**src/rtl/rot_pkg.sv**
```systemverilog
// Shared types and constants for the image-rotate frame sequencer.
package rot_pkg;

  localparam int XW_DEF     = 8;
  localparam int YW_DEF     = 8;
  localparam int ADDR_W_DEF = 20;
  localparam int PIX_W_DEF  = 24;
  localparam int ADDR_PAD   = ADDR_W_DEF - XW_DEF - YW_DEF;

  typedef enum logic [1:0] {
    ROT_0   = 2'd0,
    ROT_90  = 2'd1,
    ROT_180 = 2'd2,
    ROT_270 = 2'd3
  } rot_e;

  typedef logic [1:0] state_e;
  localparam state_e ST_IDLE  = 2'd0;
  localparam state_e ST_LOAD  = 2'd1;
  localparam state_e ST_DRAIN = 2'd2;
  localparam state_e ST_DONE  = 2'd3;

  // A read may be issued when the FIFO slots not yet claimed by stored or
  // in-flight pixels leave room. A pop in the same cycle frees a slot, but never
  // while the FIFO is full, so a full FIFO always blocks the SRAM.
  function automatic logic read_credit(input logic [1:0] fifo_cnt,
                                       input logic       inflight,
                                       input logic       pop);
    logic [2:0] occ;
    occ = {1'b0, fifo_cnt} + {2'b00, inflight};
    if (occ < 3'd2) begin
      read_credit = 1'b1;
    end else if (pop && (occ == 3'd2) && (fifo_cnt != 2'd2)) begin
      read_credit = 1'b1;
    end else begin
      read_credit = 1'b0;
    end
  endfunction

endpackage

```
**src/rtl/rot_frame_ctrl_if.sv**
```systemverilog
// Pixel-in stream, pixel-out stream and frame SRAM port of the rotate sequencer.
interface rot_frame_ctrl_if #(
  parameter int PIX_W  = 24,
  parameter int ADDR_W = 20
);
  logic              in_valid;
  logic              in_ready;
  logic [PIX_W-1:0]  in_data;
  logic              in_eol;
  logic              out_valid;
  logic              out_ready;
  logic [PIX_W-1:0]  out_data;
  logic              out_sof;
  logic              out_eol;
  logic              mem_en;
  logic              mem_we;
  logic [ADDR_W-1:0] mem_addr;
  logic [31:0]       mem_wdata;
  logic [31:0]       mem_rdata;

  modport master (
    input  in_valid, in_data, in_eol, out_ready, mem_rdata,
    output in_ready, out_valid, out_data, out_sof, out_eol,
           mem_en, mem_we, mem_addr, mem_wdata
  );

  modport slave (
    output in_valid, in_data, in_eol, out_ready, mem_rdata,
    input  in_ready, out_valid, out_data, out_sof, out_eol,
           mem_en, mem_we, mem_addr, mem_wdata
  );
endinterface

```
**src/rtl/rot_out_fifo.sv**
```systemverilog
// Two-entry output FIFO holding {sof, eol, pixel}; push while full is accepted
// only together with a pop.
module rot_out_fifo #(
  parameter int W = 26
) (
  input  logic         clk,
  input  logic         rst,
  input  logic         push,
  input  logic [W-1:0] push_data,
  input  logic         pop,
  output logic [W-1:0] pop_data,
  output logic [1:0]   count
);
  logic [W-1:0] slot0_r;
  logic [W-1:0] slot1_r;
  logic         wr_ptr_r;
  logic         rd_ptr_r;
  logic [1:0]   count_r;
  logic         do_pop_s;
  logic         do_push_s;

  assign do_pop_s  = pop && (count_r != 2'd0);
  assign do_push_s = push && ((count_r != 2'd2) || do_pop_s);

  // Storage, pointers and occupancy update.
  always_ff @(posedge clk or posedge rst) begin
    if (rst) begin
      slot0_r  <= {W{1'b0}};
      slot1_r  <= {W{1'b0}};
      wr_ptr_r <= 1'b0;
      rd_ptr_r <= 1'b0;
      count_r  <= 2'd0;
    end else begin
      if (do_push_s) begin
        if (wr_ptr_r) begin
          slot1_r <= push_data;
        end else begin
          slot0_r <= push_data;
        end
        wr_ptr_r <= ~wr_ptr_r;
      end
      if (do_pop_s) begin
        rd_ptr_r <= ~rd_ptr_r;
      end
      case ({do_push_s, do_pop_s})
        2'b10:   count_r <= count_r + 2'd1;
        2'b01:   count_r <= count_r - 2'd1;
        default: count_r <= count_r;
      endcase
    end
  end

  assign pop_data = rd_ptr_r ? slot1_r : slot0_r;
  assign count    = count_r;

endmodule

```
**src/rtl/rot_frame_ctrl.sv**
```systemverilog
// Frame sequencer for the image-rotate path: loads one raster frame into the
// frame SRAM, then streams it back out in 0/90/180/270 degree CW order.
module rot_frame_ctrl
  import rot_pkg::*;
#(
  parameter int XW     = XW_DEF,
  parameter int YW     = YW_DEF,
  parameter int ADDR_W = ADDR_W_DEF,
  parameter int PIX_W  = PIX_W_DEF
) (
  input  logic             clk,
  input  logic             rst,
  input  logic             start,
  input  logic [XW-1:0]    cfg_w_m1,
  input  logic [YW-1:0]    cfg_h_m1,
  input  logic [1:0]       cfg_rot,
  output logic             busy,
  output logic             done,
  output logic             err,
  rot_frame_ctrl_if.master bus
);
  localparam int CW    = (XW > YW) ? XW : YW;
  localparam int PAD_W = ADDR_W - XW - YW;
  localparam int FW    = PIX_W + 2;

  state_e        state_r;
  logic [XW-1:0] w_m1_r;
  logic [YW-1:0] h_m1_r;
  rot_e          rot_r;
  logic [XW-1:0] x_r;
  logic [YW-1:0] y_r;
  logic [CW-1:0] ox_r;
  logic [CW-1:0] oy_r;
  logic          rd_all_r;
  logic          inflight_r;
  logic          rd_sof_r;
  logic          rd_eol_r;
  logic          busy_r;
  logic          done_r;
  logic          err_r;

  logic          in_hs_s;
  logic          x_last_s;
  logic          y_last_s;
  logic          pop_s;
  logic          rd_issue_s;
  logic          last_pop_s;
  logic [1:0]    fifo_cnt_s;
  logic [FW-1:0] fifo_dout_s;
  logic [CW-1:0] w_ext_s;
  logic [CW-1:0] h_ext_s;
  logic [CW-1:0] ow_m1_s;
  logic [CW-1:0] oh_m1_s;
  logic          ox_last_s;
  logic          oy_last_s;
  logic [CW-1:0] sx_c_s;
  logic [CW-1:0] sy_c_s;
  logic [XW-1:0] sx_s;
  logic [YW-1:0] sy_s;
  logic          unused_rdata_s;

  assign in_hs_s    = (state_r == ST_LOAD) && bus.in_valid;
  assign x_last_s   = (x_r == w_m1_r);
  assign y_last_s   = (y_r == h_m1_r);
  assign pop_s      = bus.out_valid && bus.out_ready;
  assign rd_issue_s = (state_r == ST_DRAIN) && !rd_all_r &&
                      read_credit(fifo_cnt_s, inflight_r, pop_s);
  assign last_pop_s = rd_all_r && !inflight_r && pop_s && (fifo_cnt_s == 2'd1);

  // Output scan dimensions swap for the quarter-turn rotations.
  assign w_ext_s   = CW'(w_m1_r);
  assign h_ext_s   = CW'(h_m1_r);
  assign ow_m1_s   = rot_r[0] ? h_ext_s : w_ext_s;
  assign oh_m1_s   = rot_r[0] ? w_ext_s : h_ext_s;
  assign ox_last_s = (ox_r == ow_m1_s);
  assign oy_last_s = (oy_r == oh_m1_s);

  // Map the output scan position to the source pixel it shows.
  always_comb begin
    sx_c_s = ox_r;
    sy_c_s = oy_r;
    case (rot_r)
      ROT_0: begin
        sx_c_s = ox_r;
        sy_c_s = oy_r;
      end
      ROT_90: begin
        sx_c_s = oy_r;
        sy_c_s = h_ext_s - ox_r;
      end
      ROT_180: begin
        sx_c_s = w_ext_s - ox_r;
        sy_c_s = h_ext_s - oy_r;
      end
      ROT_270: begin
        sx_c_s = w_ext_s - oy_r;
        sy_c_s = ox_r;
      end
      default: begin
        sx_c_s = ox_r;
        sy_c_s = oy_r;
      end
    endcase
  end

  assign sx_s = sx_c_s[XW-1:0];
  assign sy_s = sy_c_s[YW-1:0];

  // SRAM port: writes follow the input handshake, reads follow the credit check.
  always_comb begin
    bus.mem_en    = 1'b0;
    bus.mem_we    = 1'b0;
    bus.mem_addr  = {ADDR_W{1'b0}};
    bus.mem_wdata = 32'h0000_0000;
    if (in_hs_s) begin
      bus.mem_en    = 1'b1;
      bus.mem_we    = 1'b1;
      bus.mem_addr  = {{PAD_W{1'b0}}, x_r, y_r};
      bus.mem_wdata = {{(32-PIX_W){1'b0}}, bus.in_data};
    end else if (rd_issue_s) begin
      bus.mem_en    = 1'b1;
      bus.mem_we    = 1'b0;
      bus.mem_addr  = {{PAD_W{1'b0}}, sx_s, sy_s};
      bus.mem_wdata = 32'h0000_0000;
    end else begin
      bus.mem_en    = 1'b0;
      bus.mem_we    = 1'b0;
      bus.mem_addr  = {ADDR_W{1'b0}};
      bus.mem_wdata = 32'h0000_0000;
    end
  end

  // Frame FSM with load/drain counters, status flags and config latch.
  always_ff @(posedge clk or posedge rst) begin
    if (rst) begin
      state_r  <= ST_IDLE;
      w_m1_r   <= {XW{1'b0}};
      h_m1_r   <= {YW{1'b0}};
      rot_r    <= ROT_0;
      x_r      <= {XW{1'b0}};
      y_r      <= {YW{1'b0}};
      ox_r     <= {CW{1'b0}};
      oy_r     <= {CW{1'b0}};
      rd_all_r <= 1'b0;
      busy_r   <= 1'b0;
      done_r   <= 1'b0;
      err_r    <= 1'b0;
    end else begin
      case (state_r)
        ST_IDLE: begin
          if (start) begin
            state_r  <= ST_LOAD;
            w_m1_r   <= cfg_w_m1;
            h_m1_r   <= cfg_h_m1;
            rot_r    <= rot_e'(cfg_rot);
            x_r      <= {XW{1'b0}};
            y_r      <= {YW{1'b0}};
            ox_r     <= {CW{1'b0}};
            oy_r     <= {CW{1'b0}};
            rd_all_r <= 1'b0;
            busy_r   <= 1'b1;
            err_r    <= 1'b0;
          end
        end
        ST_LOAD: begin
          if (in_hs_s) begin
            err_r <= err_r | (bus.in_eol != x_last_s);
            if (x_last_s) begin
              x_r <= {XW{1'b0}};
              if (y_last_s) begin
                state_r <= ST_DRAIN;
              end else begin
                y_r <= y_r + {{(YW-1){1'b0}}, 1'b1};
              end
            end else begin
              x_r <= x_r + {{(XW-1){1'b0}}, 1'b1};
            end
          end
        end
        ST_DRAIN: begin
          if (rd_issue_s) begin
            if (ox_last_s) begin
              ox_r <= {CW{1'b0}};
              if (oy_last_s) begin
                rd_all_r <= 1'b1;
              end else begin
                oy_r <= oy_r + {{(CW-1){1'b0}}, 1'b1};
              end
            end else begin
              ox_r <= ox_r + {{(CW-1){1'b0}}, 1'b1};
            end
          end
          if (last_pop_s) begin
            state_r <= ST_DONE;
            done_r  <= 1'b1;
          end
        end
        ST_DONE: begin
          done_r  <= 1'b0;
          busy_r  <= 1'b0;
          state_r <= ST_IDLE;
        end
        default: begin
          state_r <= ST_IDLE;
        end
      endcase
    end
  end

  // Read-return tracking: the SRAM answers one cycle after the read edge.
  always_ff @(posedge clk or posedge rst) begin
    if (rst) begin
      inflight_r <= 1'b0;
      rd_sof_r   <= 1'b0;
      rd_eol_r   <= 1'b0;
    end else begin
      inflight_r <= rd_issue_s;
      if (rd_issue_s) begin
        rd_sof_r <= (ox_r == {CW{1'b0}}) && (oy_r == {CW{1'b0}});
        rd_eol_r <= ox_last_s;
      end
    end
  end

  rot_out_fifo #(.W(FW)) u_fifo (
    .clk       (clk),
    .rst       (rst),
    .push      (inflight_r),
    .push_data ({rd_sof_r, rd_eol_r, bus.mem_rdata[PIX_W-1:0]}),
    .pop       (pop_s),
    .pop_data  (fifo_dout_s),
    .count     (fifo_cnt_s)
  );

  assign unused_rdata_s = ^bus.mem_rdata[31:PIX_W];

  assign bus.in_ready  = (state_r == ST_LOAD);
  assign bus.out_valid = (fifo_cnt_s != 2'd0);
  assign bus.out_sof   = fifo_dout_s[PIX_W+1];
  assign bus.out_eol   = fifo_dout_s[PIX_W];
  assign bus.out_data  = fifo_dout_s[PIX_W-1:0];
  assign busy          = busy_r;
  assign done          = done_r;
  assign err           = err_r;

endmodule

```
**src/flat_wrapper.sv**
```systemverilog
// flat-port wrapper written by rule: the top's interface ports become plain ports
module rot_frame_ctrl_flat import rot_pkg::*;
#(
  parameter int XW     = XW_DEF,
  parameter int YW     = YW_DEF,
  parameter int ADDR_W = ADDR_W_DEF,
  parameter int PIX_W  = PIX_W_DEF
)
  (clk, rst, start, cfg_w_m1, cfg_h_m1, cfg_rot, busy, done, err, bus_in_valid, bus_in_data, bus_in_eol, bus_out_ready, bus_mem_rdata, bus_in_ready, bus_out_valid, bus_out_data, bus_out_sof, bus_out_eol, bus_mem_en, bus_mem_we, bus_mem_addr, bus_mem_wdata);
  rot_frame_ctrl_if #(.PIX_W(PIX_W), .ADDR_W(ADDR_W)) bus_i ();
  input  logic clk;
  input  logic rst;
  input  logic start;
  input  logic [XW-1:0] cfg_w_m1;
  input  logic [YW-1:0] cfg_h_m1;
  input  logic [1:0] cfg_rot;
  output logic busy;
  output logic done;
  output logic err;
  input wire logic [$bits(bus_i.in_valid)-1:0] bus_in_valid;
  input wire logic [$bits(bus_i.in_data)-1:0] bus_in_data;
  input wire logic [$bits(bus_i.in_eol)-1:0] bus_in_eol;
  input wire logic [$bits(bus_i.out_ready)-1:0] bus_out_ready;
  input wire logic [$bits(bus_i.mem_rdata)-1:0] bus_mem_rdata;
  output wire logic [$bits(bus_i.in_ready)-1:0] bus_in_ready;
  output wire logic [$bits(bus_i.out_valid)-1:0] bus_out_valid;
  output wire logic [$bits(bus_i.out_data)-1:0] bus_out_data;
  output wire logic [$bits(bus_i.out_sof)-1:0] bus_out_sof;
  output wire logic [$bits(bus_i.out_eol)-1:0] bus_out_eol;
  output wire logic [$bits(bus_i.mem_en)-1:0] bus_mem_en;
  output wire logic [$bits(bus_i.mem_we)-1:0] bus_mem_we;
  output wire logic [$bits(bus_i.mem_addr)-1:0] bus_mem_addr;
  output wire logic [$bits(bus_i.mem_wdata)-1:0] bus_mem_wdata;
  assign bus_i.in_valid = bus_in_valid;
  assign bus_i.in_data = bus_in_data;
  assign bus_i.in_eol = bus_in_eol;
  assign bus_i.out_ready = bus_out_ready;
  assign bus_i.mem_rdata = bus_mem_rdata;
  assign bus_in_ready = bus_i.in_ready;
  assign bus_out_valid = bus_i.out_valid;
  assign bus_out_data = bus_i.out_data;
  assign bus_out_sof = bus_i.out_sof;
  assign bus_out_eol = bus_i.out_eol;
  assign bus_mem_en = bus_i.mem_en;
  assign bus_mem_we = bus_i.mem_we;
  assign bus_mem_addr = bus_i.mem_addr;
  assign bus_mem_wdata = bus_i.mem_wdata;
  rot_frame_ctrl #(.XW(XW), .YW(YW), .ADDR_W(ADDR_W), .PIX_W(PIX_W)) u_core (.clk(clk), .rst(rst), .start(start), .cfg_w_m1(cfg_w_m1), .cfg_h_m1(cfg_h_m1), .cfg_rot(cfg_rot), .busy(busy), .done(done), .err(err), .bus(bus_i));
endmodule
```
**config.mk**
```make
export PLATFORM = sky130hd
export DESIGN_NAME = rot_frame_ctrl_flat
export DESIGN_NICKNAME = d
export VERILOG_FILES = /design/src/rtl/rot_pkg.sv /design/src/rtl/rot_frame_ctrl_if.sv /design/src/rtl/rot_out_fifo.sv /design/src/rtl/rot_frame_ctrl.sv /design/src/flat_wrapper.sv
export SDC_FILE = /design/constraint.sdc
export NUM_CORES = 1
export LEC_CHECK = 0
export ABC_AREA = 1
export BUFFER_PORTS_ARGS = -buffer_cell sky130_fd_sc_hd__buf_2
export CORE_MARGIN = 2
export CORE_UTILIZATION = 49
export DETAILED_ROUTE_END_ITERATION = 10
export HOLD_SLACK_MARGIN = 0.03
export PLACE_DENSITY = 0.8
export REMOVE_ABC_BUFFERS = 1
export SLEW_MARGIN = 20
export SYNTH_ARGS = -nofsm -noshare
export SYNTH_HDL_FRONTEND = slang
export SYNTH_SLANG_ARGS = --single-unit
```
**constraint.sdc**
```tcl
create_clock -name clk -period 3.6 [get_ports clk]
set_input_delay 0.36 -clock clk [delete_from_list [all_inputs] [get_ports clk]]
set_output_delay 0.36 -clock clk [all_outputs]
set_load 0.01 [all_outputs]
```
Word-level counts from Yosys, hierarchy flattened

Cells that the tools add are included.

Add/sub/neg operators: 11
Magnitude comparators: 1
Eq/ne operators: 26
Muxes and demuxes: 46
Bitwise logic cells: 3
Reduce and logical (&&, ||, !) cells: 36

Operators with widths:

| cell                  | number |
|---|---|
| $mux W8               | 13 |
| $pmux W8 S2           | 4 |
| $pmux W8 S4           | 2 |
| $add A8 B1 Y8 const B | 4 |
| $eq A8 B8 Y1          | 4 |
| $sub A8 B8 Y8         | 4 |
| $mux W26              | 1 |
| $mux W24              | 1 |
| $mux W20              | 1 |
| $reduce_and A5 Y1     | 4 |
| $logic_not A8 Y1      | 2 |
| $mux W16              | 1 |
| $ne A2 B1 Y1 const B  | 7 |
| $logic_and A1 B1 Y1   | 12 |
| $mux W1               | 12 |
| $reduce_bool A2 Y1    | 6 |
| $eq A2 B2 Y1 const B  | 5 |
| $mux W2               | 5 |
| $reduce_and A2 Y1     | 5 |
| $eq A2 B1 Y1 const B  | 4 |
| $ne A2 B2 Y1 const B  | 4 |
| $pmux W1 S2           | 4 |
| $pmux W2 S4           | 1 |
| $reduce_and A3 Y1     | 2 |
| other kinds (12)      | 15 |

Register bits: 115
Input port bits: 80
Word-level logic and storage cells: 143

Depth between registers and ports, before layout

Depth after elaboration: 9
Gate-level depth with buffers: 18
Gate-level depth less buffers: 16

Cells and area by module

Synthesis repeated with hierarchy kept, for this count alone.

Cell total of the unflattened synthesis: 1183
Area, all modules: 8206.6 µm²

By module, submodules not included:

| module         | instances | cells each | area each (µm²) | seq. area each (µm²) |
|---|---|---|---|---|
| rot_frame_ctrl | 1         | 844        | 5499.0          | 1476.4 |
| rot_out_fifo   | 1         | 339        | 2707.6          | 1401.3 |

Worst setup path before layout

Ideal clock, no wire load.

Path type: register to output
From: register u_core.rot_r[0]
To: output bus_mem_addr[4]
Arrival time: 2.459 ns
Slack: 0.781 ns
Stages on the path, launching flop included: 15
Path buffers: 2
Path through: dfrtp_1 -> inv_2 -> buf_6 -> ha_1 -> clkbuf_1 -> o21ai_0 -> ha_1 -> fa_1 -> inv_1 -> nand3_1 -> nand2_1 -> nor2_1 -> o21ai_0 -> o211ai_1 -> o21ai_0

Longest elaborated chain between the ends: 4
Elaborated cells between the ends (all ways): 7
Classes of those cells: eq/ne: 3; mux: 3; reduce/logical: 1

RTL lines:

| item                                 | line                  | RTL |
|---|---|---|
| start, declared                      | rot_frame_ctrl.sv:29  | `rot_e rot_r;` |
| start signal, assigned               | rot_frame_ctrl.sv:155 | `rot_r <= rot_e'(cfg_rot);` |
| $eq A2 B2 Y1 (tied with other cells) | rot_frame_ctrl.sv:82  | `case (rot_r)` |
| $pmux W8 S4 *                        | rot_frame_ctrl.sv:82  |  |
| $mux W16 *                           | rot_frame_ctrl.sv:120 | `end else if (rd_issue_s) begin` |
| $mux W20 *                           | rot_frame_ctrl.sv:115 | `if (in_hs_s) begin` |
| end, declared                        | flat_wrapper.sv:32    | `output wire logic [$bits(bus_i.mem_addr)-1:0] bus_mem_addr;` |

Mark *: on every way between the ends. The rest lies on a longest branch, timed or not.

Final worst setup path

From: register u_core.rot_r[1]
To: output bus_mem_addr[12]

The elaborated chain is that of the path after synthesis.

==> impl_results.md <==
- Post-CTS setup-driven buffer insertion count: 0
- Reg-to-reg setup timing slack: 0.87 ns
- Total power density per cell area: 931 nW/um^2
- CP Launch Type: flip-flop
- Period utilisation layout: 95.7%
- Flip-flop and latch count after synthesis: 115
- Delay of the slowest cell on the worst path: approximately 0.45 ns
- Number of sinks handled by clock tree synthesis: around 120
- Max Clock Freq: a little under 0.3 GHz
- Slowest stage cell, crit path: dfrtp_1
- Die footprint: between 15000 and 20000 sq um
- Chip Width: between 100 and 150 um
- Via count of the first global-routing pass: roughly 7000
- Final Hold Fails: 0
- Mapped Cells: 1130
- Std-Cell Rows: between 40 and 50
- Root buffer cell: clkbuf_16
- CTS tree: yes
- Count of synthesis-stage warnings from yosys: 0
- Cell area after placement: 8690 sq um
- Endpoint class of the critical path: output pin
- Antenna cells: 0
- RSZ-0062 raised after global routing: true
- Wire length of the first global-routing pass: 34.5 mm
- Detailed-route vias per instance: 5.20
- Number of top-level pins: ~170
- Vias: roughly 7800
- Static leakage: slightly above 0.005 uW
- Unique cell type count in the Yosys netlist: 40
- Number of pins with negative max-slew slack in the final report: 0
- Sequential cell area fraction in the yosys report: 36.8%
- Clock latency of the later-clocked register in the worst-skew pair: between 0.4 and 0.5 ns
- Placer Congestion: roughly 1.0
- Initial cell density of the core: about half
- Die outline height: roughly 130 um
- Number of enable-type register cells in the synthesized netlist: 0
- Mapped Area: 7820 sq um
- Worst path arrival time: 3.09 ns
- Critical path start-end classification: reg2out
- Detailed-route wire length: about 22 mm
- Total non-filler cell area in the finished layout: about 9400 sq um
- Maximum number of buffers from clock root to sink: 2
- Pin count of the biggest net entering global routing: 72
- Number of buffers inserted by port buffering: 144
- Final critical path time including I/O delays and setup: around 3.4 ns
- DRC marker count from the first detailed-route iteration: just over 700
- Crit path top cell by count: o21ai_0
- Share of async-settable or async-resettable flops after synthesis: 100%
- Combined buffer and inverter count along the critical path: 2
- Placeable core region: between 15000 and 20000 sq um
- Number of levels in the clock H-tree: 4
- Number of buffers inserted during clock tree synthesis: 17
- Data required time of the critical path: 3.24 ns
- Utilization after layout: roughly three fifths
- Type of the worst min-delay path: in2async
- Number of detailed-routing iterations run before antenna repair: 6
- Dominant synthesized flop cell: dfrtp_1
- Family of cells with the greatest summed delay on the critical path: adder cells
- Top library cells by usage in the layout, fill and taps aside: nand2_1 (374), buf_2 (144), inv_1 (141)
- Area growth syn-to-layout: 20.0%
- VDD IR max: around 0.57 mV
- Avg Cell Area, Syn: between 6 and 7 sq um
- Transition time of the tightest slew-check pin: 0.966 ns
- Drt wl/cell: ~15 um
- Count of unresolved DRC violations after routing: 0
- Number of nets in the finished design: ~1400
- Total track usage: a little over a quarter
- Ordered cell list for the critical path: ha_2 > o21ai_0 > ha_1 > fa_1 > inv_1 > nand3_1 > nand2_1 > a21oi_1 > o21ai_0 > o21ai_0 > o21ai_0 > o21ai_0 > buf_2
- Maximum fanout along the worst path: 10
- Congestion Overflow GR: 0
- Commonest non-fill, non-tap cell in the layout: nand2_1
- Outcome: completed
- Fraction of layout instances using a drive strength above 1: 17.2%
- Clk slew on worst S/H paths: 0.06 ns
- Max-cap viol count: 0
- Worst slew margin relative to its limit: a little over a third
- Clock tree skew after final layout: approximately 0.007 ns
- Setup violation total in the final timing report: 0
- Detailed placement HPWL: roughly 16 mm
- Number of antenna violations at the first check in global routing: 0
- Remaining antenna violation count after routing: 0
-- power by group --
group | switching [uW] | leakage (uW) | internal, uW
Clock | 638 | 0.000328 | 1340
Combinational | 2890 | 0.00325 | 1630
Sequential | 462 | 0.00148 | 1770
-- through the flow --
stage	total power, uW	setup slack (ns)	instances	hold slack, ns	setup TNS, ns
2_1_floorplan	5270	0.196	1086	0.452	0
3_3_place_gp	6530	0.617	1461	0.465	0
3_5_place_dp	6650	0.627	1461	0.473	0
4_1_cts	8690	0.172	1492	0.128	0
5_1_grt	9480	-0.00774	1492	0.134	-0.0128
6_report	8730	0.153	1492	0.134	0
-- flip-flops by register name, summed over array words and instances (netlist names) --
signal,cells
u_core.oy_r,8
u_core.y_r,8
u_core.err,1
u_core.u_fifo.wr_ptr_r,1
u_core.w_ext_s,8
u_core.rd_all_r,1
u_core.u_fifo.slot0_r,26
u_core.rot_r,2
u_core.rd_sof_r,1
u_core.busy,1
u_core.done,1
u_core.rd_eol_r,1
u_core.x_r,8
u_core.state_r,2
u_core.inflight_r,1
u_core.u_fifo.count,2
u_core.u_fifo.rd_ptr_r,1
u_core.ox_r,8
u_core.u_fifo.slot1_r,26
u_core.h_ext_s,8
-- kinds of logic after synthesis --
logic type,after synthesis,synth area share (%)
xor gates and xnor gates,30,3.36
adders and majority gates,41,6.75
other,1,0.0479
AOI/OAI and AO/OA,205,14.2
and+or+nand+nor,537,28.2
buffers and inverters,201,10.6
DFF,115,36.8
-- synth_stat cells, types with 2 or more instances --
master	number	area [sq um]
nor2_1	71	267
buf_2	6	30.0
o21ai_2	7	61.3
nand3b_1	7	52.6
fa_1	2	40.0
inv_2	3	11.3
o21a_1	3	22.5
clkbuf_1	33	124
dfrtp_1	115	2880
buf_4	14	105
inv_1	142	533
nand2_2	2	12.5
o21ai_1	7	35.0
nor4_1	3	18.8
a21oi_1	37	185
buf_6	2	22.5
xnor2_1	14	123
nor2_4	3	33.8
nor3_1	8	40.0
a21o_1	4	30.0
o21ai_0	125	626
ha_1	39	488
nand2_1	375	1410
o211ai_1	7	52.6
or2_2	5	31.3
nand4_1	13	81.3
nand3_1	46	230
a31oi_1	3	18.8
xor2_1	16	140
o22ai_1	8	50.1
-- worst register-to-register path: cells and delay by family, from the launching register on --
kind	cells	cell delay (ns)
buf+inv	4	0.73
simple gates	4	1.02
flops	1	0.40
fa+ha+maj	1	0.15
compound gates	2	0.29
-- worst paths after layout --
path                                                             from                                    end  cells after the start
worst max-delay path                      u_core.rot_r[1]$_DFFE_PP0P_                       bus_mem_addr[12]                     13
worst min-delay path                                              rst                 u_core.err$_DFFE_PP0P_                      2
worst max register to register          u_core.state_r[1]$_DFFE_PP0P_              u_core.y_r[0]$_DFFE_PP0P_                     11
worst min register to register  u_core.u_fifo.slot1_r[22]$_DFFE_PP0P_  u_core.u_fifo.slot1_r[22]$_DFFE_PP0P_                      2
max in group asynchronous                                         rst   u_core.u_fifo.slot1_r[9]$_DFFE_PP0P_                      3
min in group clk                                          cfg_h_m1[4]          u_core.h_ext_s[4]$_DFFE_PP0P_                      3
-- per-layer routing --
metal	part of all wire (%)	GRT usage [%]	vias up
met3	8.2	6.56	52
met2	47	41.6	341
li1	-	-	3823
met5	0	0	-
met1	41	34.3	3543
met4	3.3	10.8	0
-- cell type report --
cell class | count | area [sq um]
repair buffers | 159 | 837
clock inverters | 11 | 223
well taps | 216 | 270
multi-input cells | 825 | 4170
inverters | 146 | 551
flip-flops and latches | 115 | 2880
fillers | 1470 | 6390
clock buffers | 20 | 457
-- repair_timing --
item                                    4_1_cts  5_1_grt
hold buffers                                  0        0
hold endpoints to repair                      0        0
endpoints found under the setup margin        0        6
resized for setup                             0        6
(Power assumes the default switching activity.)
